`src/rtl/wb_hilo_commit.sv`:
```
// rtl/wb_hilo_commit.sv - MEM/WB pipeline register with HI/LO commit and retired-write counter
module wb_hilo_commit #(
  parameter int unsigned CNT_W    = 32,
  parameter logic [4:0]  NOP_ADDR = 5'b00000
) (
  input  logic             clk,
  input  logic             rst,
  input  logic [5:0]       stall,
  input  logic             flush,
  input  logic [31:0]      mem_wdata,
  input  logic [4:0]       mem_wd,
  input  logic             mem_wreg,
  input  logic             mem_whilo,
  input  logic [31:0]      mem_hi,
  input  logic [31:0]      mem_lo,
  output logic [31:0]      wb_wdata,
  output logic [4:0]       wb_wd,
  output logic             wb_wreg,
  output logic             wb_whilo,
  output logic [31:0]      wb_hi,
  output logic [31:0]      wb_lo,
  output logic [31:0]      hi_o,
  output logic [31:0]      lo_o,
  output logic [CNT_W-1:0] retire_cnt
);

  logic wreg_r;
  logic commit_en;
  logic load_bubble;
  logic load_mem;

  assign commit_en   = !stall[5];
  // MEM held with WB free would replay the same instruction, so a bubble goes in instead
  assign load_bubble = flush || (stall[4] && !stall[5]);
  assign load_mem    = !stall[4];

  // A held instruction must not reach the register file until its release cycle
  assign wb_wreg = wreg_r & commit_en;

  always_ff @(posedge clk) begin
    if (rst) begin
      wb_wdata <= '0;
      wb_wd    <= NOP_ADDR;
      wreg_r   <= 1'b0;
      wb_whilo <= 1'b0;
      wb_hi    <= '0;
      wb_lo    <= '0;
    end else if (load_bubble) begin
      wb_wdata <= '0;
      wb_wd    <= NOP_ADDR;
      wreg_r   <= 1'b0;
      wb_whilo <= 1'b0;
      wb_hi    <= '0;
      wb_lo    <= '0;
    end else if (load_mem) begin
      wb_wdata <= mem_wdata;
      wb_wd    <= mem_wd;
      wreg_r   <= mem_wreg;
      wb_whilo <= mem_whilo;
      wb_hi    <= mem_hi;
      wb_lo    <= mem_lo;
    end
  end

  // Commit uses the instruction currently in WB, independent of what is loaded behind it
  always_ff @(posedge clk) begin
    if (rst) begin
      hi_o       <= '0;
      lo_o       <= '0;
      retire_cnt <= '0;
    end else if (commit_en) begin
      if (wb_whilo) begin
        hi_o <= wb_hi;
        lo_o <= wb_lo;
      end
      if (wreg_r || wb_whilo)
        retire_cnt <= retire_cnt + 1'b1;
    end
  end

endmodule

```
`config.mk`:
```
export PLATFORM = sky130hd
export DESIGN_NAME = wb_hilo_commit
export DESIGN_NICKNAME = d
export VERILOG_FILES = /design/src/rtl/wb_hilo_commit.sv
export SDC_FILE = /design/constraint.sdc
export NUM_CORES = 1
export LEC_CHECK = 0
export BUFFER_PORTS_ARGS = -buffer_cell sky130_fd_sc_hd__buf_2
export CORE_UTILIZATION = 43
export CTS_CLUSTER_SIZE = 25
export DETAILED_ROUTE_END_ITERATION = 8
export GPL_ROUTABILITY_DRIVEN = 0
export GPL_TIMING_DRIVEN = 1
export HOLD_SLACK_MARGIN = 0.15
export PLACE_DENSITY = 0.76
export REMOVE_ABC_BUFFERS = 1
export SETUP_SLACK_MARGIN = 0.1
export SYNTH_ARGS = -nofsm -noshare
export SYNTH_HDL_FRONTEND = slang
export SYNTH_SLANG_ARGS = --single-unit
```
`constraint.sdc`:
```
create_clock -name clk -period 1.8 [get_ports clk]
set_input_delay 0.09 -clock clk [delete_from_list [all_inputs] [get_ports clk]]
set_output_delay 0.09 -clock clk [all_outputs]
set_load 0.02 [all_outputs]
```
After elaboration in Yosys (flattened, before gate mapping)
Cells that the tools add are included.
{"block": "totals", "ff_bits": 199, "inputBits": 112}
{"block": "op_classes", "add_sub_neg": 1, "n_bitwise": 2, "reduce_logical": 7}
{"op": "adder 32 x 1 -> 32 bit (second input constant)", "count": 1}
{"op": "AND reduction 2 bit", "count": 2}
{"op": "logical OR 1 bit", "count": 2}
{"op": "OR reduction 2 bit", "count": 1}
{"op": "bitwise AND 1 bit", "count": 1}
{"op": "logical AND 1 bit", "count": 1}
{"op": "logical NOT 1 bit", "count": 1}
{"op": "inverter 1 bit", "count": 1}

Logic depth before layout (Yosys ltp)
Gate-level depths: netlist of the first run.
{"block": "logic_depth", "word_depth": 4, "ltp_mapped": 8, "ltp_nobuf": 6}

Worst setup path after synthesis of the first run
Ideal clock, no wire load.
{"block": "synth_timing", "path_type": "reg2reg", "start": "register retire_cnt[0]", "end": "register retire_cnt[30]", "setup_ns": 0.070, "t_arrival_ns": 1.836, "path_slack_ns": -0.106, "stages_incl_launch_ff": 9, "n_path_buf": 2, "path_cell_list": "dfxtp_1 > ha_1 > buf_2 > nand3_1 > nor2_1 > nand4_2 > buf_6 > or4_1 > a21oi_1"}
{"block": "synth_between", "elab_chain_len": 1}
{"element": "start: declaration", "line": "24", "rtl": "output logic [CNT_W-1:0] retire_cnt"}
{"element": "start signal: assignment", "line": "77", "rtl": "retire_cnt <= retire_cnt + 1'b1;"}
{"element": "adder 32 x 1 -> 32 bit", "line": "77"}
No other way between the ends.
A chain may end at the register's enable or synchronous reset.

Worst setup path in the final report of the first run
{"block": "layout_timing", "start": "register retire_cnt[18]", "end": "register retire_cnt[31]"}
The elaborated chain is that of the path after synthesis.

==> metrics.md, run 1 <==
| Metric | Value |
|---|---|
| Worst skew pair latency | `430 ps` |
| Port buffer count | `306` |
| Initial antenna violation count | `0` |
| Worst Path Required | `2150 ps` |
| Synth warnings | `0` |
| Worst Tran Pin Value | `482 ps` |
| CP peak stage delay | `400 ps` |
| Crit-path max FO | `5` |
| Post-DR wirelength/cell | `16.1 µm` |
| Period utilisation layout | `90.7%` |
| Sequential area share after synthesis | `54.6%` |
| Final Hold Fails | `0` |
| Footprint of the multi-input gates | `3160 µm²` |
| Reg2reg path depth | `5` |
| Syn avg cell area | `9.16 µm²` |
| Synth Flop Type | `dfxtp_1` |
| CP Launch Type | `register` |
| PD cells | `866 nW/µm²` |
| Rows | `47` |
| Worst hold path class | `in2reg` |
| Crit-path cells | `nand4_1, nor4_4, nand3_2, or3_1, a21oi_1` |
| Clk slew on worst S/H paths | `70 ps` |
| First drt pass iteration count | `5` |
| DP HPWL | `14.2 mm` |
| DP Area | `9180 µm²` |
| First-pass GRT wire length | `36.2 mm` |
| Initial core utilization | `44.0%` |
| Rel. slew slack | `67.9%` |
| Final setup fails | `0` |
| Post-Route WL | `23.1 mm` |
| LEAKAGE | `0.00514 µW` |
| Kind of critical path | `reg2reg` |
| Core Box Area | `16600 µm²` |
| Hold Crit Depth | `4` |
| Critical-path top delay cell | `dfxtp_1` |
| #FFs+latches synth | `199` |
| Post-route minimum period | `1630 ps` |
| Number of vias per cell | `5.00` |
| Status | `finished clean` |
| # H-tree levels | `4` |
| Total clock buffers created by CTS | `17` |
| Die area | `17500 µm²` |
| Clock skew | `8.27 ps` |
| Share of cells above drive strength 1 | `31.5%` |
| Vias | `7159` |
| Cells after Synth | `797` |
| Asr flop ratio synth | `0%` |
| Area growth, synth to finish | `49.6%` |
| Die X-Extent | `132 µm` |
| N_diodes | `0` |
| Vias in the first global route | `7247` |
| Clock Tree Root | `clkbuf_16` |
| Clk sinks | `199` |
| Most common cell after layout, fill and taps aside | `buf_2` |
| Residual DRC count | `0` |
| Number of flops mapped to enable cells by yosys | `0` |
| CP arrival | `1990 ps` |
| Min Hold Slack | `203 ps` |
| Fill count | `1266` |
| GR Overflow Total | `0` |
| TritonCTS clock tree | `done` |
| Post-Syn Area | `7300 µm²` |
| Die Y | `132 µm` |
| Iter 0 DRT Violations | `389` |
| Fin. max-slew vios | `0` |
| Sequential cell area | `3990 µm²` |
| Most frequent cells in the layout | `buf_2 (304), dfxtp_1 (194), nand2_1 (138)` |
| Cell area after layout | `10900 µm²` |
| Distinct cells, synth | `33` |
| RSZ-0062 raised after global routing | `false` |
| DRT antenna net count | `0` |
| Worst VDD drop | `0.651 mV` |
| IO Count | `311` |
| F_max | `612 MHz` |
| Critical Path Sink Type | `register` |
| Gr usage total | `26.3%` |
| Fin nets | `1311` |
| Max Cap Violations | `0` |
| Largest net degree at the start of global routing | `97` |
| Maximum buffer depth of the clock tree | `2` |
[registers in the layout, summed over array words and instances, names as in the netlist]
register / flops
hi_o: 32
lo_o: 32
retire_cnt: 32
wb_hi: 32
wb_lo: 32
wb_wdata: 32
wb_wd: 5
wb_whilo: 1
wreg_r: 1
[layout make-up]
cell class                      instances  share of cell area (%)
Clock inverter                         13                    1.76
Tap cell                              220                    2.52
Inverter                                3                   0.103
Clock buffer                           19                    4.06
Multi-Input combinational cell        543                    28.9
Timing Repair Buffer                  434                    26.1
Sequential cell                       199                    36.5
[final timing paths]
check                           slack, ps                           to                   startpoint
worst max-delay path                  170  retire_cnt[31]$_SDFFE_PP0P_  retire_cnt[18]$_SDFFE_PP0P_
worst max register to register        170  retire_cnt[31]$_SDFFE_PP0P_  retire_cnt[18]$_SDFFE_PP0P_
worst min register to register        450        lo_o[11]$_SDFFE_PP0P_        lo_o[11]$_SDFFE_PP0P_
worst min-delay path                  200   retire_cnt[1]$_SDFFE_PP0P_                     stall[5]
[through the flow]
step | util (%) | total power (µW) | setup WS (ps) | TNS (ps) | std cells
floorplan | - | 4890 | -2010 | -290620 | 744
global placement | 55.3 | 5230 | 98.3 | 0 | 1293
detailed placement | 55.3 | 5240 | 58.5 | 0 | 1293
CTS | 65.5 | 9500 | 101 | 0 | 1430
global route | 65.8 | 9750 | 103 | 0 | 1431
finish | 65.8 | 9460 | 167 | 0 | 1431
[cell usage after synthesis, drive strengths merged (2+ instances only)]
| cell type | count | area [µm²] |
|---|---|---|
| nand2 | 138 | 518 |
| o31ai | 3 | 22.5 |
| buf | 15 | 75.1 |
| mux2i | 103 | 1030 |
| and2 | 4 | 27.5 |
| nor2b | 3 | 18.8 |
| nand3 | 19 | 95.1 |
| nor4 | 4 | 31.3 |
| and3 | 2 | 12.5 |
| nand4 | 10 | 68.8 |
| nor3 | 3 | 26.3 |
| or4 | 3 | 22.5 |
| nand2b | 2 | 20.0 |
| and4 | 4 | 35.0 |
| dfxtp | 199 | 3980 |
| o21ai | 7 | 35.0 |
| inv | 3 | 11.3 |
| clkbuf | 38 | 143 |
| nor2 | 135 | 507 |
| xnor2 | 5 | 43.8 |
| or3 | 4 | 25.0 |
| xor2 | 19 | 166 |
| a21oi | 72 | 360 |
[repair_timing]
action | 4_1_cts | 5_1_grt
endpoints found under the setup margin | 4 | 14
hold buffers | 103 | 0
endpoints found under the hold margin | 103 | 0
setup buffers | 1 | 1
gates cloned | 1 | 0
pin swaps | 1 | 3
resized for setup | 2 | 13
[logic make-up (layout without fill, tap and decap cells)]
group,Yosys count,count (layout),share of synthesized area [%]
mux,103,103,14.1
fa+ha+maj,1,1,0.171
compound gates,82,82,5.73
flops,199,199,54.6
xor+xnor,24,24,2.88
buf+inv,56,469,3.14
simple gates,332,333,19.4
[report_power, final]
part | internal, µW | switching, µW | total (µW)
clock | 2390 | 1730 | 4120
combinational | 414 | 413 | 827
sequential | 4470 | 45.3 | 4510
total | 7270 | 2190 | 9460
[routing by layer]
layer | track usage, % | vias up | routed length, µm
li1 | - | 3437 | -
met1 | 28.2 | 3354 | 8910
met2 | 47.3 | 304 | 11600
met3 | 7.04 | 64 | 1610
met4 | 13.5 | 0 | 1000
met5 | 0 | - | 0
[critical path: cells and delay by family (launching register included)]
family	cells	cell delay (ps)
AO/OA/AOI/OAI	1	140
flip-flops	1	400
AND/OR/NAND/NOR	4	1020
Note: power is estimated with default switching activity, not from simulation.
==> run 2, diff against run 1 <==
Settings changed: CORE_MARGIN from default to 10.
==> metrics.md, run 2 (synthesis gave the netlist of run 1 again) <==
| Metric | Value |
|---|---|
| Status | `finished clean (unchanged)` |
| # H-tree levels | `4 (unchanged)` |
| Int Pwr | `6850 µW (was 7270 µW)` |
| Worst hold path class | `in2reg (unchanged)` |
| Vias in the first global route | `7255 (was 7247)` |
| Post-Route WL | `26.0 mm (was 23.1 mm)` |
| Die X-Extent | `150 µm (was 132 µm)` |
| Critical-path top delay cell | `dfxtp_1 (unchanged)` |
| Crit-path cells | `nand4_1, nor4_4, nand3_2, or3_1, a21oi_1 (unchanged)` |
| First drt pass iteration count | `5 (unchanged)` |
| Residual DRC count | `0 (unchanged)` |
| Worst skew pair latency | `420 ps (was 430 ps)` |
| First-pass GRT wire length | `39.6 mm (was 36.2 mm)` |
| Pre-CTS setup slack | `64.9 ps (was 58.5 ps)` |
| Die area | `22600 µm² (was 17500 µm²)` |
| Maximum buffer depth of the clock tree | `2 (unchanged)` |
| Final Hold Fails | `0 (unchanged)` |
| Rel. slew slack | `69.5% (was 67.9%)` |
| Total power | `9040 µW (was 9460 µW)` |
| Clock skew | `13.6 ps (was 8.27 ps)` |
| Initial antenna violation count | `2 (was 0)` |
| DRT antenna net count | `0 (unchanged)` |
| IO Count | `311 (unchanged)` |
| Sequential cell area | `3990 µm² (about the same)` |
| Period utilisation layout | `91.1% (was 90.7%)` |
| Final Non-Filler Cells | `1436 (was 1431)` |
| F_max | `610 MHz (was 612 MHz)` |
| Core Box Area | `16600 µm² (unchanged)` |
| Post-route minimum period | `1640 ps (was 1630 ps)` |
| GR Overflow Total | `0 (unchanged)` |
| Footprint of the multi-input gates | `3180 µm² (was 3160 µm²)` |
| PD cells | `831 nW/µm² (was 866 nW/µm²)` |
| Fin nets | `1314 (was 1311)` |
| TritonCTS clock tree | `done (unchanged)` |
| Port buffer count | `306 (unchanged)` |
| Final setup fails | `0 (unchanged)` |
| Post-DR wirelength/cell | `18.1 µm (was 16.1 µm)` |
| Dpl cells | `1295 (was 1293)` |
| Switching power share of the total | `24.2% (was 23.1%)` |
| Fin. max-slew vios | `0 (unchanged)` |
| CP arrival | `1990 ps (about the same)` |
| Gr usage total | `22.1% (was 26.3%)` |
| Area growth, synth to finish | `49.0% (was 49.6%)` |
| Worst VDD drop | `0.637 mV (was 0.651 mV)` |
| Final WS setup | `161 ps (was 167 ps)` |
| Share of cells above drive strength 1 | `32.0% (was 31.5%)` |
| Most frequent cells in the layout | `buf_2 (304), dfxtp_1 (192), nand2_1 (137) (was buf_2 (304), dfxtp_1 (194), nand2_1 (138))` |
| Worst Tran Pin Value | `458 ps (was 482 ps)` |
| Die Y | `150 µm (was 132 µm)` |
| Iter 0 DRT Violations | `373 (was 389)` |
| Reg power frac | `49.9% (was 47.7%)` |
| Critical Path Sink Type | `register (unchanged)` |
| RSZ-0062 raised after global routing | `true (was false)` |
| Clock Tree Root | `clkbuf_16 (unchanged)` |
| LEAKAGE | `0.00512 µW (was 0.00514 µW)` |
| Worst Path Required | `2150 ps (about the same)` |
| Initial core utilization | `44.0% (unchanged)` |
| Vias | `7273 (was 7159)` |
| Kind of critical path | `reg2reg (unchanged)` |
| Fill count | `1284 (was 1266)` |
| Most common cell after layout, fill and taps aside | `buf_2 (unchanged)` |
| Clk sinks | `199 (unchanged)` |
| Logic pwr share | `9.4% (was 8.7%)` |
| Clock Power Share | `40.7% (was 43.5%)` |
| NetSw | `2190 µW (about the same)` |
| DP HPWL | `16.5 mm (was 14.2 mm)` |
| Largest net degree at the start of global routing | `74 (was 97)` |
| Clk slew on worst S/H paths | `70 ps (about the same)` |
| Number of vias per cell | `5.06 (was 5.00)` |
| Max Cap Violations | `0 (unchanged)` |
| CP peak stage delay | `390 ps (was 400 ps)` |
| Rows | `47 (unchanged)` |
| Crit-path max FO | `5 (unchanged)` |
| CP Launch Type | `register (unchanged)` |
| Total clock buffers created by CTS | `17 (unchanged)` |
[run 2: changes by cell type in the layout (fill, tap and decap cells not counted), sizes merged]
cell,change
dlygate4sd3,+1
buf,+2
clkbuf,+1
clkinvlp,+1
clkinv,+1
diode,+2
bufinv,-3
[run 2: final timing paths]
check,slack [ps],cells past startpoint,endpoint,startpoint
max reg2reg,160,5,retire_cnt[27]$_SDFFE_PP0P_,retire_cnt[18]$_SDFFE_PP0P_
max,160,5,retire_cnt[27]$_SDFFE_PP0P_,retire_cnt[18]$_SDFFE_PP0P_
min reg2reg,450,2,hi_o[28]$_SDFFE_PP0P_,hi_o[28]$_SDFFE_PP0P_
min,230,4,wb_hi[29]$_SDFFE_PP0N_,stall[4]
[run 2: per-layer routing]
metal	up-vias	GRT usage [%]	share of wire (%)
met1	3444	24.3	37
met4	0	8.60	3.1
met3	49	8.55	10
met5	-	0	0
li1	3457	-	-
met2	323	37.5	50
[run 2: repair_timing]
item	CTS	global route
hold buffers	104	0
endpoints found under the hold margin	129	0
buffers inserted	2	0
gates cloned	0	1
setup endpoints to repair	5	12
gates resized for setup	4	16
pin swaps	3	2
[run 2: critical path: cells and delay by family (launching register included)]
kind	cells	cell delay, ps
AOI/OAI and AO/OA	1	140
and+or+nand+nor	4	1030
DFF	1	390
[run 2: cell type report]
class | count | share of cell area, %
Sequential cell | 199 | 36.7
Antenna cell | 2 | 0.0460
Clock inverter | 12 | 1.07
Timing Repair Buffer | 437 | 26.2
Multi-Input combinational cell | 543 | 29.3
Tap cell | 220 | 2.53
Clock buffer | 20 | 4.11
Inverter | 3 | 0.104
[run 2: power groups by stage]
stage | clock network, µW | logic, µW | registers, µW
final | 3680 | 845 | 4510
after global routing | 3910 | 899 | 4520
after CTS | 3760 | 817 | 4510
after detailed placement | 0 | 634 | 4610
after global placement | 0 | 624 | 4610
after floorplan | 0 | 202 | 4690
[run 2: stage by stage]
stage          cell area [µm²]  util, %  TNS [ps]  hold WS (ps)
2_1_floorplan             7080        -   -290620           159
4_1_cts                  10800     65.1         0           235
3_3_place_gp              9170     55.3         0           318
6_report                 10900     65.6         0           234
3_5_place_dp              9170     55.3         0           326
5_1_grt                  10900     65.6         0           246
